File: src/rtl/rv_div_dispatch_pkg.sv
// rtl/rv_div_dispatch_pkg.sv - shared divide op encodings and FSM state encodings
package rv_div_dispatch_pkg;

  typedef enum logic [1:0] {
    OP_DIV  = 2'b00,
    OP_DIVU = 2'b01,
    OP_REM  = 2'b10,
    OP_REMU = 2'b11
  } div_op_e;

  typedef enum logic [1:0] {
    ST_IDLE  = 2'd0,
    ST_ISSUE = 2'd1,
    ST_WAIT  = 2'd2,
    ST_RESP  = 2'd3
  } dispatch_state_e;

  typedef enum logic [1:0] {
    DV_IDLE = 2'd0,
    DV_PREP = 2'd1,
    DV_BUSY = 2'd2,
    DV_DONE = 2'd3
  } div_state_e;

  function automatic logic is_signed_op(div_op_e op);
    return (op == OP_DIV) || (op == OP_REM);
  endfunction

  function automatic logic is_rem_op(div_op_e op);
    return (op == OP_REM) || (op == OP_REMU);
  endfunction

endpackage

File: src/rtl/rv_serial_div.sv
// rtl/rv_serial_div.sv - multi-lane restoring divider returning magnitude quotient/remainder
module rv_serial_div
  import rv_div_dispatch_pkg::*;
#(
  parameter int WIDTHN = 32,
  parameter int WIDTHD = 32,
  parameter int WIDTHQ = 32,
  parameter int WIDTHR = 32,
  parameter int LANES  = 1,
  parameter int TAGW   = 2
) (
  input  logic                    clk,
  input  logic                    rst,
  input  logic                    valid_in,
  output logic                    ready_in,
  input  logic                    signed_mode,
  input  logic [LANES*WIDTHN-1:0] dividend,
  input  logic [LANES*WIDTHD-1:0] divisor,
  input  logic [TAGW-1:0]         tag_in,
  output logic                    valid_out,
  input  logic                    ready_out,
  output logic [LANES*WIDTHQ-1:0] quotient,
  output logic [LANES*WIDTHR-1:0] remainder,
  output logic [TAGW-1:0]         tag_out
);

  localparam int CW = $clog2(WIDTHN + 1);

  div_state_e                     state_q, state_d;
  logic                           sgn_q, sgn_d;
  logic [TAGW-1:0]                tag_q, tag_d;
  logic [CW-1:0]                  cnt_q, cnt_d;
  logic [LANES-1:0][WIDTHN-1:0]   num_q, num_d;
  logic [LANES-1:0][WIDTHD-1:0]   den_q, den_d;
  logic [LANES-1:0][WIDTHD-1:0]   rem_q, rem_d;
  logic [LANES-1:0][WIDTHD:0]     shift_w;
  logic [LANES-1:0][WIDTHD+1:0]   diff_w;

  always_comb begin
    for (int l = 0; l < LANES; l++) begin
      shift_w[l] = {rem_q[l], num_q[l][WIDTHN-1]};
      diff_w[l]  = {1'b0, shift_w[l]} - {2'b00, den_q[l]};
    end
  end

  // num_q holds the raw dividend, then its magnitude, then shifts into the quotient.
  always_comb begin
    state_d = state_q;
    sgn_d   = sgn_q;
    tag_d   = tag_q;
    cnt_d   = cnt_q;
    num_d   = num_q;
    den_d   = den_q;
    rem_d   = rem_q;
    case (state_q)
      DV_IDLE: if (valid_in) begin
        num_d   = dividend;
        den_d   = divisor;
        sgn_d   = signed_mode;
        tag_d   = tag_in;
        rem_d   = '0;
        cnt_d   = '0;
        state_d = DV_PREP;
      end
      DV_PREP: begin
        for (int l = 0; l < LANES; l++) begin
          num_d[l] = (sgn_q && num_q[l][WIDTHN-1]) ? -num_q[l] : num_q[l];
          den_d[l] = (sgn_q && den_q[l][WIDTHD-1]) ? -den_q[l] : den_q[l];
        end
        state_d = DV_BUSY;
      end
      DV_BUSY: begin
        for (int l = 0; l < LANES; l++) begin
          if (!diff_w[l][WIDTHD+1]) begin
            rem_d[l] = diff_w[l][WIDTHD-1:0];
            num_d[l] = {num_q[l][WIDTHN-2:0], 1'b1};
          end else begin
            rem_d[l] = shift_w[l][WIDTHD-1:0];
            num_d[l] = {num_q[l][WIDTHN-2:0], 1'b0};
          end
        end
        cnt_d = cnt_q + CW'(1);
        if (cnt_q == CW'(WIDTHN - 1)) state_d = DV_DONE;
      end
      DV_DONE: if (ready_out) state_d = DV_IDLE;
      default: state_d = DV_IDLE;
    endcase
  end

  always_ff @(posedge clk) begin
    if (rst) begin
      state_q <= DV_IDLE;
      sgn_q   <= 1'b0;
      tag_q   <= '0;
      cnt_q   <= '0;
      num_q   <= '0;
      den_q   <= '0;
      rem_q   <= '0;
    end else begin
      state_q <= state_d;
      sgn_q   <= sgn_d;
      tag_q   <= tag_d;
      cnt_q   <= cnt_d;
      num_q   <= num_d;
      den_q   <= den_d;
      rem_q   <= rem_d;
    end
  end

  assign ready_in  = (state_q == DV_IDLE);
  assign valid_out = (state_q == DV_DONE);
  assign tag_out   = tag_q;

  for (genvar l = 0; l < LANES; l++) begin : g_out
    assign quotient[l*WIDTHQ +: WIDTHQ]  = num_q[l][WIDTHQ-1:0];
    assign remainder[l*WIDTHR +: WIDTHR] = rem_q[l][WIDTHR-1:0];
  end

endmodule

File: src/rtl/rv_div_dispatch.sv
// rtl/rv_div_dispatch.sv - single-request RISC-V divide dispatcher around a serial divider
module rv_div_dispatch
  import rv_div_dispatch_pkg::*;
#(
  parameter int LANES = 1,
  parameter int TAGW  = 1,
  parameter int WIDTH = 32
) (
  input  logic                   clk,
  input  logic                   reset,
  input  logic                   valid_in,
  output logic                   ready_in,
  input  logic [1:0]             op_type,
  input  logic [LANES*WIDTH-1:0] alu_in1,
  input  logic [LANES*WIDTH-1:0] alu_in2,
  input  logic [TAGW-1:0]        tag_in,
  output logic                   valid_out,
  input  logic                   ready_out,
  output logic [LANES*WIDTH-1:0] result,
  output logic [TAGW-1:0]        tag_out
);

  dispatch_state_e              state_q, state_d;
  div_op_e                      op_q, op_d;
  logic [LANES-1:0][WIDTH-1:0]  a_q, a_d, b_q, b_d;
  logic [TAGW-1:0]              tag_q, tag_d, tag_out_q, tag_out_d;
  logic [LANES*WIDTH-1:0]       result_q, result_d;
  logic                         ready_in_q, ready_in_d, valid_out_q, valid_out_d;

  logic                         div_valid_in, div_ready_in, div_valid_out, div_ready_out;
  logic [LANES*WIDTH-1:0]       div_quo, div_rem;
  logic [1:0]                   div_tag;
  div_op_e                      resp_op;
  logic [WIDTH-1:0]             lane_res [LANES];

  assign div_valid_in  = (state_q == ST_ISSUE);
  assign div_ready_out = (state_q == ST_WAIT) && div_valid_out;
  assign resp_op       = div_op_e'(div_tag);

  rv_serial_div #(
    .WIDTHN(WIDTH), .WIDTHD(WIDTH), .WIDTHQ(WIDTH), .WIDTHR(WIDTH),
    .LANES(LANES), .TAGW(2)
  ) u_div (
    .clk        (clk),
    .rst        (~reset),
    .valid_in   (div_valid_in),
    .ready_in   (div_ready_in),
    .signed_mode(is_signed_op(op_q)),
    .dividend   (a_q),
    .divisor    (b_q),
    .tag_in     (op_q),
    .valid_out  (div_valid_out),
    .ready_out  (div_ready_out),
    .quotient   (div_quo),
    .remainder  (div_rem),
    .tag_out    (div_tag)
  );

  // The divider works on magnitudes; signs and the RISC-V special cases are restored here.
  for (genvar l = 0; l < LANES; l++) begin : g_lane
    logic [WIDTH-1:0] a, b, qm, rm, q_fix, r_fix;
    logic             sgn, rem_sel, div0, ovf;
    assign a       = a_q[l];
    assign b       = b_q[l];
    assign qm      = div_quo[l*WIDTH +: WIDTH];
    assign rm      = div_rem[l*WIDTH +: WIDTH];
    assign sgn     = is_signed_op(resp_op);
    assign rem_sel = is_rem_op(resp_op);
    assign div0    = (b == '0);
    assign ovf     = sgn && (a == {1'b1, {(WIDTH-1){1'b0}}}) && (b == '1);
    assign q_fix   = (sgn && (a[WIDTH-1] ^ b[WIDTH-1])) ? -qm : qm;
    assign r_fix   = (sgn && a[WIDTH-1]) ? -rm : rm;
    assign lane_res[l] = div0 ? (rem_sel ? a : '1)
                       : ovf  ? (rem_sel ? '0 : a)
                       :        (rem_sel ? r_fix : q_fix);
  end

  always_comb begin
    state_d   = state_q;
    op_d      = op_q;
    a_d       = a_q;
    b_d       = b_q;
    tag_d     = tag_q;
    result_d  = result_q;
    tag_out_d = tag_out_q;
    case (state_q)
      ST_IDLE: if (valid_in) begin
        op_d    = div_op_e'(op_type);
        a_d     = alu_in1;
        b_d     = alu_in2;
        tag_d   = tag_in;
        state_d = ST_ISSUE;
      end
      ST_ISSUE: if (div_ready_in) state_d = ST_WAIT;
      ST_WAIT: if (div_valid_out) begin
        for (int l = 0; l < LANES; l++) result_d[l*WIDTH +: WIDTH] = lane_res[l];
        tag_out_d = tag_q;
        state_d   = ST_RESP;
      end
      ST_RESP: if (ready_out) state_d = ST_IDLE;
      default: state_d = ST_IDLE;
    endcase
    ready_in_d  = (state_d == ST_IDLE);
    valid_out_d = (state_d == ST_RESP);
  end

  always_ff @(posedge clk) begin
    if (!reset) begin
      state_q     <= ST_IDLE;
      op_q        <= OP_DIV;
      a_q         <= '0;
      b_q         <= '0;
      tag_q       <= '0;
      result_q    <= '0;
      tag_out_q   <= '0;
      ready_in_q  <= 1'b1;
      valid_out_q <= 1'b0;
    end else begin
      state_q     <= state_d;
      op_q        <= op_d;
      a_q         <= a_d;
      b_q         <= b_d;
      tag_q       <= tag_d;
      result_q    <= result_d;
      tag_out_q   <= tag_out_d;
      ready_in_q  <= ready_in_d;
      valid_out_q <= valid_out_d;
    end
  end

  assign ready_in  = ready_in_q;
  assign valid_out = valid_out_q;
  assign result    = result_q;
  assign tag_out   = tag_out_q;

endmodule
File: config.mk
export PLATFORM = sky130hd
export DESIGN_NAME = rv_div_dispatch
export DESIGN_NICKNAME = d
export VERILOG_FILES = /design/src/rtl/rv_div_dispatch_pkg.sv /design/src/rtl/rv_serial_div.sv /design/src/rtl/rv_div_dispatch.sv
export SDC_FILE = /design/constraint.sdc
export NUM_CORES = 1
export LEC_CHECK = 0
export ABC_CLOCK_PERIOD_IN_PS = 3400
export CORE_MARGIN = 2
export CORE_UTILIZATION = 24
export CTS_CLUSTER_DIAMETER = 150
export DETAILED_ROUTE_END_ITERATION = 16
export HOLD_SLACK_MARGIN = 0.08
export MAX_ROUTING_LAYER = met4
export SYNTH_ARGS = -nofsm -noshare
export SYNTH_HDL_FRONTEND = slang
export SYNTH_SLANG_ARGS = --single-unit
File: constraint.sdc
create_clock -name clk -period 3.4 [get_ports clk]
set_input_delay 0.68 -clock clk [delete_from_list [all_inputs] [get_ports clk]]
set_output_delay 0.68 -clock clk [all_outputs]
set_load 0.02 [all_outputs]
# Word-level counts from Yosys, hierarchy flattened
# Index checks and enable logic that the tools add are counted.
dict set report totals {
  output_inout_bits 35
  reg_bits 211
  in_bits 71
}
dict set report classes {
  muxes 28
  eq_ne 18
  bitwise 1
  addsub 5
  n_reduce_logical 26
}
# op count
set ops {}
lappend ops {{two-way mux 32 bit} 13}
lappend ops {{one-hot mux 32 bit (2 select lines)} 2}
lappend ops {{negator 32 bit} 3}
lappend ops {{one-hot mux 32 bit (3 select lines)} 1}
lappend ops {{== test 32 bit, second input constant} 2}
lappend ops {{subtractor 33 x 32 -> 34 bit} 1}
lappend ops {{zero test 32 bit} 1}
lappend ops {{== test 2 bit, second input constant} 8}
lappend ops {{one-hot mux 2 bit (4 select lines)} 2}
lappend ops {{two-way mux 2 bit} 7}
lappend ops {{one-hot mux 6 bit (2 select lines)} 1}
lappend ops {{zero test 2 bit} 5}
lappend ops {{AND reduction 3 bit} 3}
lappend ops {{!= test 2 x 1 -> 1 bit, second input constant} 4}
lappend ops {{AND reduction 2 bit} 4}
lappend ops {{logical AND 1 bit} 7}
lappend ops {{adder 6 x 1 -> 6 bit, second input constant} 1}
lappend ops {{== test 6 x 5 -> 1 bit, second input constant} 1}
lappend ops {{two-way mux 6 bit} 1}
lappend ops {{== test 2 x 1 -> 1 bit, second input constant} 2}
lappend ops {{nonzero test 2 bit} 2}
lappend ops {{logical OR 1 bit} 3}
lappend ops {{nonzero test 3 bit} 1}
lappend ops {{!= test 2 bit, second input constant} 1}
lappend ops {{other kinds (2)} 2}

# Longest topological paths before layout
dict set report depth {
  ltp_word 7
  mapped_depth 13
  depth_no_buf 13
}

# Cells and area by module
# Synthesis repeated with hierarchy kept, for this count alone.
dict set report hier_totals {
  hier_cells 2014
  hier_area_um2 14635.3
}
# mod area_per_inst_um2 n_inst cells_per_inst seq_area_each_um2
set by_module_without_submodules {}
lappend by_module_without_submodules {rv_serial_div 8045.2 1 1110 2142.1}
lappend by_module_without_submodules {rv_div_dispatch 6590.1 1 904 2082.0}

# Least setup slack after synthesis
# Ideal clock, no wire load.
dict set report synth_path {
  kind {reg2reg}
  from {reg u_div.den_q[1] (netlist name)}
  to {reg u_div.den_q[30] (netlist name)}
  arrival_time_ns 2.799
  setup_ns 0.116
  setup_slack_ns 0.485
  stages_incl_launch_ff 12
  n_path_buf 0
  required_time_ns 3.284
  cell_sequence {dfxtp_1 > inv_1 > ha_1 > or3b_1 > nor4_4 > nand3_1 > or3_1 > or4_4 > nor4_2 > o22ai_1 > a2bb2oi_1 > nor2b_1}
}
dict set report synth_via {
  elab_chain_len 3
}
# element line_no
set synth_lines {}
lappend synth_lines {{from (decl)} rv_serial_div.sv:34} ;# logic [LANES-1:0][WIDTHD-1:0] den_q, den_d;
lappend synth_lines {{from (signal assigned)} rv_serial_div.sv:105} ;# den_q <= den_d;
lappend synth_lines {{negator 32 bit} rv_serial_div.sv:68} ;# den_d[l] = (sgn_q && den_q[l][WIDTHD-1]) ? -den_q[l] : den_q[l];
lappend synth_lines {{two-way mux 32 bit} rv_serial_div.sv:68}
lappend synth_lines {{one-hot mux 32 bit (2 select lines)} rv_serial_div.sv:55} ;# case (state_q)
# No other way between the ends. The select of a mux whose other input is x is not followed.
# A chain may end at the register's enable or synchronous reset.

# Worst setup path after layout
# Same ends and word-level chain as after synthesis.

==> flow_metrics.py <==
metrics = {
    "cts": {
        "tritoncts": "done",
        "cts_made_buffers": 26,
        "cts_setup_buffers": 0,
        "cts_buffer_depth": 3,
        "clock_sinks": 211,
        "clock_latency_ns": 0.55,
        "root_buffer": "clkbuf_16",
        "htree_levels": 1,
        "postCtsHoldBufs": 0,
        "clk_pin_slew_ns": 0.06,
    },
    "routing": {
        "ant_nets": 0,
        "dr.pass1.iters": 6,
        "drt_iter0_drc": 1397,
        "drt_wl_total_um": 48000,
        "route.detailed.drc": 0,
        "viasPerCell": 5.18,
        "post_drt_wl_per_cell_um": 18.1,
        "vias": 13757,
    },
    "power": {
        "total_power_mw": 15.3,
        "p_per_area_nw_per_um2": 925,
        "power_leakage_nw": 6.05,
        "irDropWorstVdd_mv": 0.459,
    },
    "worst_setup_path": {
        "cp_cell_sequence": "inv_1, ha_1, or3b_1, nor4_4, nand3_2, or3_1, or4_4, nor4_2, o22ai_1, a2bb2oi_1, nor2b_1",
        "cp-end-kind": "flip-flop",
        "cp_top_family": "simple AND/OR/NAND/NOR gates",
        "critical_path_buf_inv_count": 1,
        "cp_max_fo": 5,
        "max_stage_delay_ns": 0.45,
        "reg2reg_from": "u_div.den_q[1]",
        "critical_path_class": "flip-flop to flip-flop",
        "crit_path_start_kind": "flip-flop",
        "crit_path_top_delay_cell": "or4_4",
        "cp-startpoint": "u_div.den_q[1]",
        "cp.arrival_ns": 3.62,
        "cp.required_ns": 3.84,
    },
    "synthesis": {
        "synth_nets": 1948,
        "synthTopCellsByCount": "nand2_1, dfxtp_1, o21ai_0",
        "synth_compound_area_share_pct": 27.8,
        "yosysWarnings": 0,
        "synth_seq_cells": 211,
        "async_flop_share_pct": 0,
        "synth_edf_count": 0,
        "synth.area.top_cells": "dfxtp_1, nand2_1, o21ai_0",
        "synth_flop_cell": "dfxtp_1",
        "synth.distinct_cells": 71,
        "synth_top_family_by_area": "compound AO/OA/AOI/OAI gates",
        "synthesis.area_um2": 13700,
        "synth_xor_area_share_pct": 6.82,
        "synth-simple-area-share_pct": 22.9,
        "avgSynthCellArea_um2": 7.47,
        "synthAdderAreaFrac_pct": 3.79,
        "synth_area_leader_cell": "dfxtp_1",
        "synth.most_common_cell": "nand2_1",
        "synthMuxAreaShare_pct": 2.19,
        "syn_inst": 1836,
        "netlist.area_leader.share_pct": 30.8,
        "seq_area_frac_synth_pct": 30.8,
    },
    "worst_hold_path": {
        "hold_path_startpoint": "reset",
        "min-delay-path-class": "input port to flip-flop",
    },
    "timing": {
        "finalSetupViolCount": 0,
        "max_freq_mhz": 315,
        "slew_viol_final": 0,
        "fin_crit_ns": 3.18,
        "setup-tns-final_ns": 0,
        "rsz0062_at_grt": "no",
        "finClkSkew_ns": 0.0153,
        "worstMarginPinSlew_ns": 0.769,
        "hold_viol": 0,
        "max-slew-margin-rel_pct": 48.2,
        "setup_slack_ns": 0.221,
        "finalCritPeriodShare_pct": 93.5,
    },
    "cells_and_area": {
        "ff_latch_area_um2": 4230,
        "drive_gt1_share_pct": 7.06,
        "n_fill_cell": 6027,
        "area_delta_synth_final_pct": 20.8,
        "nNetsFinal": 1990,
        "multi_input_area_um2": 8730,
        "diodes": 0,
    },
    "floorplanning": {
        "chipHeight_um": 243,
        "die_area_um2": 59100,
        "rows": 87,
        "die_w_um": 243,
        "start_util_pct": 24.3,
        "core_area_um2": 56500,
        "io_pins": 106,
    },
    "global_routing": {
        "gr-usage-all-layers_pct": 16.1,
        "gr-total-overflow": 0,
        "grt_pass1_wl_um": 74100,
        "first_global_vias": 12970,
        "grt_antenna_before_repair": 1,
        "grt_start_max_net_pins": 119,
    },
    "run_status": {
        "status": "finished clean",
    },
    "place": {
        "io_buffers": 105,
        "routabilityCongestion": 0.920,
        "dp_slack_ns": 0.229,
        "dpl.hpwl_um": 35300,
    },
    "run": {
        "drv_cap": 0,
    },
}
-- kinds of logic after synthesis --
kind of cell    count (synthesis)
flops                         211
mux                            30
simple gates                  648
buf+inv                       204
fa+ha+maj                      41
xor+xnor                      106
compound gates                596
-- layer usage --
metal | track usage (%) | vias to the layer above | share of wire [%]
met5 | - | - | 0
met4 | 3.97 | 0 | 2.3
met3 | 1.84 | 79 | 7.1
met2 | 24.9 | 545 | 44
met1 | 22.2 | 6514 | 47
li1 | - | 6619 | -
-- state kept, by name, indices dropped and copies added (netlist names), 6 cells and up --
name / flops
u_div.cnt_q: 6
u_div.quotient: 32
b_q: 32
u_div.den_q: 32
u_div.remainder: 32
a_q: 32
result: 32
-- report_power, final --
part / total (mW) / switching, mW / internal, mW
registers: 3.50 / 0.628 / 2.87
clock network: 3.16 / 1.21 / 1.94
logic: 8.68 / 5.30 / 3.37
-- path summary, 6_finish.rpt --
path | to | cells past startpoint | slack (ns)
worst max-delay path | u_div.den_q[30] | 11 | 0.22
worst min-delay path | u_div.cnt_q[1] | 2 | 0.44
worst max register to register | u_div.den_q[30] | 11 | 0.22
worst min register to register | result[25] | 1 | 0.47
-- repair_timing --
item / in CTS / in global routing
setup endpoints to repair: 0 / 1
endpoints found under the hold margin: 0 / 0
gates resized for setup: 0 / 1
-- placed cells by master, fill, tap and decap left out, types with 39 or more instances in the layout --
cell,n
a21boi_0,84
a21oi_1,137
buf_4,54
clkdlybuf4s50_1,104
dfxtp_1,210
ha_1,39
inv_1,57
nand2_1,270
nand3_1,41
nor2_1,110
nor2b_1,45
o21ai_0,152
xnor2_1,51
xor2_1,54
-- layout make-up --
type / instances / share of cell area, %
flip-flops and latches: 211 / 25.5
clock buffers: 31 / 4.23
well taps: 756 / 5.71
repair buffers: 160 / 8.97
clock inverters: 17 / 1.59
inverters: 58 / 1.31
multi-input cells: 1421 / 52.7
-- per-stage QoR --
step	cells	instance area, µm²	hold WS (ns)	util [%]
finish	2654	16600	0.444	29.3
global route	2654	16600	0.460	29.3
CTS	2654	16600	0.429	29.3
detailed placement	2606	15600	0.456	27.6
global placement	2606	15600	0.437	27.6
floorplan	1836	13700	0.427	-
Note: power is estimated with default switching activity, not from simulation.
